[src/rtl/mode_pkg.sv]
// Shared types and constants for the watch mode controller.
package mode_pkg;

    typedef enum logic [1:0] {
        MODE_CLOCK = 2'd0,
        MODE_SW    = 2'd1,
        MODE_TIMER = 2'd2
    } mode_e;

    localparam int unsigned NUM_BTN   = 5;
    localparam int unsigned BTN_MODE  = 0;
    localparam int unsigned BTN_INC   = 1;
    localparam int unsigned BTN_DEC   = 2;
    localparam int unsigned BTN_STATE = 3;
    localparam int unsigned BTN_START = 4;

    localparam int unsigned HOUR_W = 6;
    localparam int unsigned MIN_W  = 6;
    localparam int unsigned SEC_W  = 6;
    localparam int unsigned MS_W   = 7;

    typedef struct packed {
        logic [HOUR_W-1:0] hours;
        logic [MIN_W-1:0]  minutes;
        logic [SEC_W-1:0]  seconds;
        logic [MS_W-1:0]   milliseconds;
    } time_t;

    // Command-routing mask: bit index equals the mode index.
    function automatic logic [2:0] mode_onehot(input mode_e m);
        logic [2:0] mask;
        mask = 3'b000;
        case (m)
            MODE_CLOCK: mask = 3'b001;
            MODE_SW:    mask = 3'b010;
            MODE_TIMER: mask = 3'b100;
            default:    mask = 3'b000;
        endcase
        return mask;
    endfunction

    function automatic mode_e next_mode(input mode_e m);
        mode_e n;
        n = MODE_CLOCK;
        case (m)
            MODE_CLOCK: n = MODE_SW;
            MODE_SW:    n = MODE_TIMER;
            default:    n = MODE_CLOCK;
        endcase
        return n;
    endfunction

endpackage

[src/rtl/btn_sync.sv]
// Two-flop synchronizer plus rising-edge detector for one raw button level.
module btn_sync (
    input  logic clk,
    input  logic reset,
    input  logic btn,
    output logic pulse_c
);

    logic       sync1;
    logic       sync2;
    logic       prev;
    logic [1:0] fill;

    // fill gates the detector until prev holds a real sample, so a button
    // already held through reset cannot fake a rising edge.
    always_ff @(posedge clk or negedge reset) begin
        if (!reset) begin
            sync1 <= 1'b0;
            sync2 <= 1'b0;
            prev  <= 1'b0;
            fill  <= 2'd0;
        end else begin
            sync1 <= btn;
            sync2 <= sync1;
            prev  <= sync2;
            if (fill != 2'd3) begin
                fill <= fill + 2'd1;
            end
        end
    end

    assign pulse_c = sync2 & ~prev & (fill == 2'd3);

endmodule

[src/rtl/mode_controller.sv]
// Mode selection, command routing, display mux and timer-expiry alarm for the watch.
module mode_controller
    import mode_pkg::*;
#(
    parameter int unsigned BLINK_CYCLES = 50
) (
    input  logic        clk,
    input  logic        reset,
    input  logic [4:0]  btn,
    input  time_t       clock_time,
    input  time_t       sw_time,
    input  time_t       timer_time,
    input  logic        timer_done,
    output logic [1:0]  sel,
    output logic [2:0]  inc_o,
    output logic [2:0]  dec_o,
    output logic [2:0]  state_o,
    output logic [2:0]  start_o,
    output logic [5:0]  hours,
    output logic [5:0]  minutes,
    output logic [5:0]  seconds,
    output logic [6:0]  milliseconds,
    output logic        alarm,
    output logic        alarm_led
);

    localparam int unsigned CNT_W = (BLINK_CYCLES > 1) ? $clog2(BLINK_CYCLES) : 1;
    localparam logic [CNT_W-1:0] CNT_LAST = CNT_W'(BLINK_CYCLES - 1);

    logic [NUM_BTN-1:0] pulse_c;
    mode_e              mode_q;
    logic               td_prev;
    logic [CNT_W-1:0]   blink_cnt;
    logic               td_rise_c;
    logic [2:0]         cmd_mask_c;
    time_t              disp_c;

    for (genvar i = 0; i < NUM_BTN; i++) begin : g_btn
        btn_sync u_btn_sync (
            .clk     (clk),
            .reset   (reset),
            .btn     (btn[i]),
            .pulse_c (pulse_c[i])
        );
    end

    assign td_rise_c  = timer_done & ~td_prev;
    assign cmd_mask_c = mode_onehot(mode_q);
    assign sel        = 2'(mode_q);

    always_comb begin
        disp_c = clock_time;
        case (mode_q)
            MODE_SW:    disp_c = sw_time;
            MODE_TIMER: disp_c = timer_time;
            default:    disp_c = clock_time;
        endcase
    end

    // Priority: timer expiry, then alarm acknowledge, then mode change, then commands.
    always_ff @(posedge clk or negedge reset) begin
        if (!reset) begin
            mode_q       <= MODE_CLOCK;
            td_prev      <= 1'b0;
            inc_o        <= 3'b000;
            dec_o        <= 3'b000;
            state_o      <= 3'b000;
            start_o      <= 3'b000;
            hours        <= '0;
            minutes      <= '0;
            seconds      <= '0;
            milliseconds <= '0;
            alarm        <= 1'b0;
            alarm_led    <= 1'b0;
            blink_cnt    <= '0;
        end else begin
            td_prev      <= timer_done;
            hours        <= disp_c.hours;
            minutes      <= disp_c.minutes;
            seconds      <= disp_c.seconds;
            milliseconds <= disp_c.milliseconds;
            inc_o        <= 3'b000;
            dec_o        <= 3'b000;
            state_o      <= 3'b000;
            start_o      <= 3'b000;

            if (td_rise_c) begin
                alarm     <= 1'b1;
                alarm_led <= 1'b1;
                blink_cnt <= '0;
                mode_q    <= MODE_TIMER;
            end else if (alarm) begin
                if (|pulse_c) begin
                    alarm     <= 1'b0;
                    alarm_led <= 1'b0;
                    blink_cnt <= '0;
                end else if (blink_cnt == CNT_LAST) begin
                    blink_cnt <= '0;
                    alarm_led <= ~alarm_led;
                end else begin
                    blink_cnt <= blink_cnt + CNT_W'(1);
                end
            end else if (pulse_c[BTN_MODE]) begin
                mode_q <= next_mode(mode_q);
            end else begin
                inc_o   <= pulse_c[BTN_INC]   ? cmd_mask_c : 3'b000;
                dec_o   <= pulse_c[BTN_DEC]   ? cmd_mask_c : 3'b000;
                state_o <= pulse_c[BTN_STATE] ? cmd_mask_c : 3'b000;
                start_o <= pulse_c[BTN_START] ? cmd_mask_c : 3'b000;
            end
        end
    end

endmodule

[config.mk]
export PLATFORM = sky130hd
export DESIGN_NAME = mode_controller
export DESIGN_NICKNAME = d
export VERILOG_FILES = /design/src/rtl/mode_pkg.sv /design/src/rtl/btn_sync.sv /design/src/rtl/mode_controller.sv
export SDC_FILE = /design/constraint.sdc
export NUM_CORES = 1
export LEC_CHECK = 0
export BUFFER_PORTS_ARGS = -buffer_cell sky130_fd_sc_hd__buf_2
export CAP_MARGIN = 30
export CORE_UTILIZATION = 51
export CTS_CLUSTER_DIAMETER = 60
export DETAILED_ROUTE_END_ITERATION = 10
export MAX_ROUTING_LAYER = met4
export PLACE_DENSITY = 0.83
export SLEW_MARGIN = 25
export SYNTH_ARGS = -nofsm -noshare
export SYNTH_HDL_FRONTEND = slang
export SYNTH_SLANG_ARGS = --single-unit
[constraint.sdc]
create_clock -name clk -period 4 [get_ports clk]
set_clock_uncertainty 0.2 [all_clocks]
set_input_delay 0.4 -clock clk [delete_from_list [all_inputs] [get_ports clk]]
set_output_delay 0.4 -clock clk [all_outputs]
set_load 0.005 [all_outputs]
==> results.py <==
metrics = {
    "timing": {
        "setup_tns_ns": 0,
        "worstMarginPinSlew_ns": 0.6450,
        "max-slew-margin-rel_pct": 57.00,
        "fin_hold_ws_ns": 0.09300,
        "hold_viol": 0,
        "slew_violations": 0,
        "setup_viol_count_final": 0,
        "post-route-min-period_ns": 2.102,
        "rsz0062_at_grt": "false",
        "min_period_over_period_pct": 52.55,
        "fmax_mhz": 475.7,
    },
    "die": {
        "io_pins": 124,
        "start_util_pct": 54.58,
        "fp.coreArea_um2": 5270,
        "die-area_um2": 5944,
        "die_h_um": 77.10,
        "die_x_um": 77.10,
        "rows": 26,
    },
    "synthesis": {
        "synth_area_um2": 2877,
        "yosysSeqAreaShare_pct": 63.51,
        "ys_seq_elements": 73,
        "syn_avg_cell_area_um2": 11.74,
        "synth_top_family_by_area": "compound AO/OA/AOI/OAI gates",
        "yosys.area.top_type": "dfrtp_1",
        "synth_cell_types": 32,
        "postSynthNetCount": 338,
        "yosys.area_share.simple_pct": 10.61,
        "muxShareOfSynthArea_pct": 2.697,
        "yosys_warnings": 0,
        "synth_compound_gate_area_share_pct": 15.22,
        "synth_top_area_share_pct": 63.51,
        "synthTopCellsByArea": "dfrtp_1, a22oi_1, nor2_1, a21oi_1, ha_1",
        "synthCells": 245,
        "synth-adder-area-share_pct": 4.350,
        "synthXorXnorAreaFrac_pct": 1.522,
    },
    "grt": {
        "grt_pass1_wl_mm": 11.15,
        "antenna_found_initial": 0,
        "grt_max_degree": 37,
        "grt-ovfl-total": 0,
        "grt_pass1_vias": 2375,
        "gr-usage-all-layers_pct": 25.44,
    },
    "clocking": {
        "clk_path_buf_depth": 2,
        "cts_buffers": 9,
        "htree_levels": 3,
        "cts_root_buffer": "clkbuf_8",
        "clock-sinks": 73,
        "cts_tree": "built",
        "clk_latency_ns": 0.35,
        "post_cts.repair.setup_buffers": 0,
        "cts.clk_slew.worst_paths_ns": 0.08,
    },
    "route": {
        "wl_per_cell_um": 15.70,
        "via_per_inst": 5.409,
        "route.detailed.drc": 0,
        "wl_mm": 7.095,
        "vias": 2445,
        "first_pass_iters": 5,
        "drtAntennaViolNets": 0,
        "drtIter0Drc": 159,
    },
    "layout": {
        "nFillCells": 386,
        "final_nets": 471,
        "final_common_cell": "buf_2",
        "area_growth_syn_to_layout_pct": 33.97,
        "final_cell_mix": "buf_2, dfrtp_1, nor2_1",
        "regArea_um2": 1827,
        "drive_gt1_share_pct": 39.79,
        "diodes": 0,
        "multi_input_area_um2": 994.7,
    },
    "worst_hold_path": {
        "worstHoldPathType": "primary input to flop",
    },
    "critical_path": {
        "cp_max_fo": 6,
        "critical_path_class": "primary input to flop",
        "cp-start-kind": "primary input",
        "path_delay_family": "simple AND/OR/NAND/NOR gates",
        "crit_slowest_cell": "dlygate4sd3_1",
        "crit_chain": "dlygate4sd3_1 -> buf_2 -> nor2b_1 -> nor2_1 -> nor3_1 -> mux2_2",
        "critical_path_buf_inv_count": 2,
        "critPathCaptureType": "flop",
        "cp.required_ns": 4.08,
        "arrival_ns": 2.18,
        "slowest_delay_ns": 0.54,
    },
    "power_and_ir_drop": {
        "leakage_uw": 0.001887,
        "p_per_area_nw_per_um2": 471.5,
        "ir_drop_mv": 0.3700,
    },
    "status": {
        "outcome": "finished clean",
    },
    "place": {
        "hpwl_mm": 5.064,
        "numPortBuffers": 123,
        "globalplace.congestion": 0.8882,
    },
    "job": {
        "cap_violations": 0,
    },
}
==> flip-flops by register name, summed over array words and instances, names as in the netlist, 5 cells and up <==
name                    cells
g_btn.u_btn_sync.sync1      5
hours                       6
g_btn.u_btn_sync.sync2      5
blink_cnt                   6
minutes                     6
g_btn.u_btn_sync.fill      10
g_btn.u_btn_sync.prev       5
seconds                     6
milliseconds                7
==> worst min-delay path, stage by stage <==
cell and delay (ns):
buf_2 0.07, nor2_1 0.03, a21oi_1 0.10
==> timing repair <==
action,in CTS,in global routing
resized for setup,0,0
endpoints found under the hold margin,34,0
hold buffers,7,0
==> kinds of logic after synthesis <==
group	count (synthesis)
buffers and inverters	16
adders and majority gates	10
and+or+nand+nor	66
DFF	73
muxes	7
xor gates and xnor gates	5
AOI/OAI and AO/OA	68
==> metrics by stage <==
stage / total power, uW / area, um2 / setup WS, ns / utilization (%) / std cells
finish: 1817 / 3854 / 1.898 / 73.12 / 452
global route: 1903 / 3854 / 1.819 / 73.12 / 452
CTS: 1822 / 3837 / 1.716 / 72.82 / 451
detailed placement: 1199 / 3557 / 1.758 / 67.50 / 429
global placement: 1187 / 3557 / 1.853 / 67.50 / 429
floorplan: 1024 / 2877 / 2.251 / - / 245
==> path summary, 6_finish.rpt <==
check	startpoint	endpoint	slack, ns	cells past startpoint
max	timer_done	blink_cnt[0]$_DFFE_PN0P_	1.90	6
min	clock_time[1]	milliseconds[1]$_DFF_PN0_	0.09	3
max reg2reg	g_btn[1].u_btn_sync.fill[0]$_DFFE_PN0P_	blink_cnt[1]$_DFFE_PN0P_	2.00	5
min reg2reg	g_btn[0].u_btn_sync.sync1$_DFF_PN0_	g_btn[0].u_btn_sync.sync2$_DFF_PN0_	0.15	0
max in group asynchronous	reset	blink_cnt[1]$_DFFE_PN0P_	2.36	3
min in group asynchronous	reset	inc_o[0]$_DFF_PN0_	0.41	2
==> cells in the mapped netlist <==
library cell  count
nand2b_1          1
nand2_1           8
o21ai_0           4
nor2_1           39
or4_1             1
nand3b_1          5
and3_2            1
nand4b_1          1
nor3_1            1
a211o_2           1
o211ai_1          2
dfrtp_1          73
nand4_1           1
and3_1            1
o31ai_1           2
a211oi_1          2
or2_2             1
o32ai_1           2
nand3_1           2
a22o_1            2
mux2_2            6
a21oi_1          28
inv_2             1
nor2b_1           3
clkbuf_1         10
xnor2_1           5
inv_1             3
buf_1             2
and3b_1           1
mux2i_1           1
a22oi_1          25
ha_1             10
==> routing by layer <==
| layer | routed length (um) | vias to the layer above | part of all wire [%] | track usage (%) |
|---|---|---|---|---|
| li1 | - | 1131 | - | - |
| met1 | 2810 | 1199 | 40 | 30.19 |
| met2 | 3687 | 92 | 52 | 39.29 |
| met3 | 370 | 23 | 5.2 | 7.500 |
| met4 | 226 | 0 | 3.2 | 13.40 |
| met5 | 0 | - | 0 | - |
==> power by group <==
group / internal, uW / total [uW] / switching, uW
registers: 824 / 853 / 29.3
logic: 158 / 345 / 187
clock network: 364 / 619 / 254
total: 1350 / 1820 / 471
==> area by class of cell <==
class / instances / share of cell area, %
clock inverters: 3 / 1.688
flip-flops and latches: 73 / 47.40
inverters: 4 / 0.3896
multi-input cells: 156 / 25.81
clock buffers: 12 / 3.766
repair buffers: 134 / 18.67
well taps: 70 / 2.273
(Power assumes the default switching activity.)
